<file path="src/rtl/serial_subtractor_fsm.sv">
// Bit-serial Mealy subtractor: A - B over WIDTH-bit words, LSB-first, one bit pair per clock.
// The per-bit difference is combinational; the word result, final borrow and status pulses are registered.
module serial_subtractor_fsm #(
  parameter int WIDTH = 8
) (
  input  logic             clk,
  input  logic             rst,
  input  logic             valid,
  input  logic             start,
  input  logic             a,
  input  logic             b,
  output logic             diff,
  output logic             diff_valid,
  output logic [WIDTH-1:0] diff_word,
  output logic             borrow,
  output logic             done,
  output logic             aborted,
  output logic             busy
);

  // state | meaning
  // IDLE  | no word in progress
  // NB    | in word, borrow-in 0
  // BR    | in word, borrow-in 1
  localparam logic [1:0] IDLE = 2'd0;
  localparam logic [1:0] NB   = 2'd1;
  localparam logic [1:0] BR   = 2'd2;

  localparam int CW = (WIDTH > 1) ? $clog2(WIDTH) : 1;
  localparam logic [CW-1:0] LAST_IDX = CW'(WIDTH - 1);

  logic [1:0]       state_q, state_d;
  logic [CW-1:0]    bit_cnt_q, bit_cnt_d;
  logic [WIDTH-1:0] shreg_q, shreg_d;
  logic [WIDTH-1:0] diff_word_q, diff_word_d;
  logic             borrow_q, borrow_d;
  logic             done_q, done_d;
  logic             aborted_q, aborted_d;

  logic             accept, bin, diff_bit, bout, last;
  logic [CW-1:0]    cnt_eff;
  logic [WIDTH-1:0] word_nxt;

  always_comb begin
    accept   = valid & (start | (state_q != IDLE));
    // A start bit always begins a fresh word, so it never sees a pending borrow.
    bin      = (state_q == BR) & ~start;
    diff_bit = a ^ b ^ bin;
    bout     = (~a & b) | (~(a ^ b) & bin);
    cnt_eff  = start ? '0 : bit_cnt_q;
    last     = (cnt_eff == LAST_IDX);
    word_nxt = (start ? '0 : shreg_q) | (WIDTH'(diff_bit) << cnt_eff);

    state_d     = state_q;
    bit_cnt_d   = bit_cnt_q;
    shreg_d     = shreg_q;
    diff_word_d = diff_word_q;
    borrow_d    = borrow_q;
    done_d      = 1'b0;
    aborted_d   = valid & start & (state_q != IDLE);

    if (accept) begin
      if (last) begin
        state_d     = IDLE;
        bit_cnt_d   = '0;
        shreg_d     = '0;
        diff_word_d = word_nxt;
        borrow_d    = bout;
        done_d      = 1'b1;
      end else begin
        state_d   = bout ? BR : NB;
        bit_cnt_d = cnt_eff + 1'b1;
        shreg_d   = word_nxt;
      end
    end
  end

  always_ff @(posedge clk or posedge rst) begin
    if (rst) begin
      state_q     <= IDLE;
      bit_cnt_q   <= '0;
      shreg_q     <= '0;
      diff_word_q <= '0;
      borrow_q    <= 1'b0;
      done_q      <= 1'b0;
      aborted_q   <= 1'b0;
    end else begin
      state_q     <= state_d;
      bit_cnt_q   <= bit_cnt_d;
      shreg_q     <= shreg_d;
      diff_word_q <= diff_word_d;
      borrow_q    <= borrow_d;
      done_q      <= done_d;
      aborted_q   <= aborted_d;
    end
  end

  assign diff       = accept & diff_bit;
  assign diff_valid = accept;
  assign diff_word  = diff_word_q;
  assign borrow     = borrow_q;
  assign done       = done_q;
  assign aborted    = aborted_q;
  assign busy       = (state_q != IDLE);

endmodule

</file>
<file path="config.mk">
export PLATFORM = sky130hd
export DESIGN_NAME = serial_subtractor_fsm
export DESIGN_NICKNAME = d
export VERILOG_FILES = /design/src/rtl/serial_subtractor_fsm.sv
export SDC_FILE = /design/constraint.sdc
export NUM_CORES = 1
export LEC_CHECK = 0
export ABC_AREA = 1
export ABC_CLOCK_PERIOD_IN_PS = 4019
export CAP_MARGIN = 20
export CORE_MARGIN = 3
export CORE_UTILIZATION = 55
export CTS_CLUSTER_DIAMETER = 30
export DETAILED_ROUTE_END_ITERATION = 10
export MAX_ROUTING_LAYER = met4
export PLACE_DENSITY = 0.82
export SYNTH_ARGS = -nofsm -noshare
export SYNTH_HDL_FRONTEND = slang
export SYNTH_SLANG_ARGS = --single-unit
</file>
<file path="constraint.sdc">
create_clock -name clk -period 4.02 [get_ports clk]
set_input_delay 0.603 -clock clk [delete_from_list [all_inputs] [get_ports clk]]
set_output_delay 0.603 -clock clk [all_outputs]
set_load 0.005 [all_outputs]
</file>
==> flow_summary.toml <==
[run_status]
status = "complete, no violations"

[yosys]
ys_warn_count = 0
syn_nets = 149
yosysTopAreaCellShare = 0.502
synth_area_leader_cell = "dfrtp_1"
syn_inst = 140
netlist_area_mm2 = 0.00120
yosysUniqueCellTypes = 19
synth.area.top_cells = "dfrtp_1, nand2_1, nand2_8"
synth_area_per_cell_um2 = 8.55
ys_seq_area_frac = 0.502
synth_seq_cells = 24

[min_path]
hp-start = "borrow$_DFFE_PP0P_"
hold_path_class = "flop to flop"

[cts]
numCtsBuffers = 3
cts_tree = "done"
worstSkewPairLatency_ps = 320
cts_buffer_depth = 2
root_buffer = "clkbuf_4"
cts_resized = 0
cts_setup_buffers = 0
htreeDepth = 1
clock_sink_count = 24
cts.clk_slew.worst_paths_ps = 130
holdBufCountCts = 0

[setup_path]
cp_data_required_time_ps = 3420
arrival_ps = 2830
cp_max_fo = 14
ff2ff_setup_slack_ps = 2150
setup.worst_path.start_class = "input pin"
crit_end = "diff"
reg2reg_depth = 7
end_kind = "output pin"
r2r-end = "diff_word[3]$_DFFE_PP0P_"
timing.rr.start = "state_q[0]$_DFFE_PP0N_"
cp-startpoint = "start"
path_class = "input pin to output pin"

[drt]
drt-initial-drc-count = 18
wl_mm = 2.36
first_pass_iters = 5
drc_errors = 0
vias_per_cell = 5.02
ant_nets = 0
wl_per_cell_um = 12.5
dr_total_vias = 944

[power_and_ir_drop]
powerDensity_mw_per_mm2 = 405
power.total_mw = 0.588
p_leak_nw = 0.784
irDropWorstVdd_uv = 325

[timing]
hold_viol = 0
fin_worst_skew_ps = 1.83
min_period_ps = 3430
drv_slew = 0
fin_setup_tns_ps = 0
worst_pin_slew_ps = 895
finalSetupViolCount = 0
relSlewSlack = 0.403
period_share = 0.854
fmax_ghz = 0.291
rsz0062_at_grt = "false"

[global_routing]
track_usage = 0.202
grt_max_degree = 25
grt_pass1_vias = 896
antenna_found_initial = 0
gr-total-overflow = 0
grt_pass1_wl_mm = 3.93

[place]
port_buffers = 19
dp_hpwl_mm = 1.69
routabilityCongestion = 0.814

[floorplan]
die_h_um = 52.7
start_util = 0.598
fp.dieArea_mm2 = 0.00277
core_area_mm2 = 0.00200
dieWidth_um = 52.7
num_rows = 16
io_pins = 20

[layout]
drive_gt1_frac = 0.0932
area_growth_pct = 21.2
diodes = 0
finalNetCount = 171

[run]
maxCapViolations = 0
[worst max-delay path, cell delays in order]
cell	delay (ps)
clkdlybuf4s50_1	440
inv_2	230
nand3_1	160
fa_1	660
inv_1	100
nor2_1	120
clkdlybuf4s50_1	510
[layout make-up]
class                      count  area, um^2
clock buffer                   3        22.5
clock inverter                 1        30.0
fill                         153         551
inverter                      13        53.8
multi-input combinational    101         520
sequential                    24         601
tap                           27        33.8
timing repair buffer          19         190
[how the worst min path moves through the flow]
stage               cells past startpoint                  endpoint
floorplan                               2    shreg_q[1]$_DFFE_PP0N_
global placement                        2  diff_word[1]$_DFFE_PP0P_
detailed placement                      2  diff_word[2]$_DFFE_PP0P_
CTS                                     2  diff_word[0]$_DFFE_PP0P_
global route                            2    shreg_q[3]$_DFFE_PP0N_
finish                                  2        borrow$_DFFE_PP0P_
[stage by stage]
step | instances | area [um^2] | util | setup WS (ps) | hold slack (ps)
finish | 188 | 1450 | 0.725 | 588 | 495
global route | 188 | 1450 | 0.725 | 486 | 515
CTS | 188 | 1450 | 0.725 | 597 | 498
detailed placement | 184 | 1400 | 0.699 | 605 | 464
global placement | 184 | 1400 | 0.699 | 682 | 463
floorplan | 140 | 1200 | - | 1740 | 449
[flip-flops by register name (all words and copies together), names as in the netlist]
signal and cells:
diff_word 8, shreg_q 8, bit_cnt_q 3, state_q 2
aborted 1, borrow 1, done 1
[synthesized netlist by cell type]
cell,count
buf_6,2
nand3_1,3
nor2_8,1
nor2_1,3
nand2_1,73
inv_2,2
o21ai_0,5
nor2_4,2
fa_1,1
o21ai_2,1
inv_6,1
inv_1,10
nand4_1,4
nand2_4,1
ha_1,2
nand2_8,2
o21ai_1,2
dfrtp_1,24
nand4_2,1
[metal layers]
metal / global-route usage / part of all wire / vias to the layer above
met5: - / 0 / -
met1: 0.239 / 0.43 / 431
met3: 0.0342 / 0.044 / 5
li1: - / - / 481
met2: 0.343 / 0.50 / 27
met4: 0.0766 / 0.019 / 0
[power by group]
| group | total (mW) | internal, mW | switching (mW) | leakage [nW] |
|---|---|---|---|---|
| Clock | 0.176 | 0.101 | 0.0747 | 0.0279 |
| Combinational | 0.125 | 0.0483 | 0.0769 | 0.432 |
| Sequential | 0.288 | 0.268 | 0.0198 | 0.324 |
| Total | 0.588 | 0.417 | 0.171 | 0.784 |
[cells by family after synthesis]
| family | Yosys count | synth area share |
|---|---|---|
| simple gates | 90 | 0.360 |
| compound gates | 8 | 0.0366 |
| fa+ha+maj | 3 | 0.0376 |
| flops | 24 | 0.502 |
| buf+inv | 15 | 0.0637 |
[layout by cell type (no fill, tap or decap), types with 3 or more instances in the layout]
cell type,netlist,routed
clkdlybuf4s50_1,0,19
nor2_1,3,3
nand2_1,73,73
inv_1,10,10
o21ai_0,5,5
clkbuf_4,0,3
nand3_1,3,3
nand4_1,4,4
dfrtp_1,24,24
Note: power is estimated with default switching activity, not from simulation.
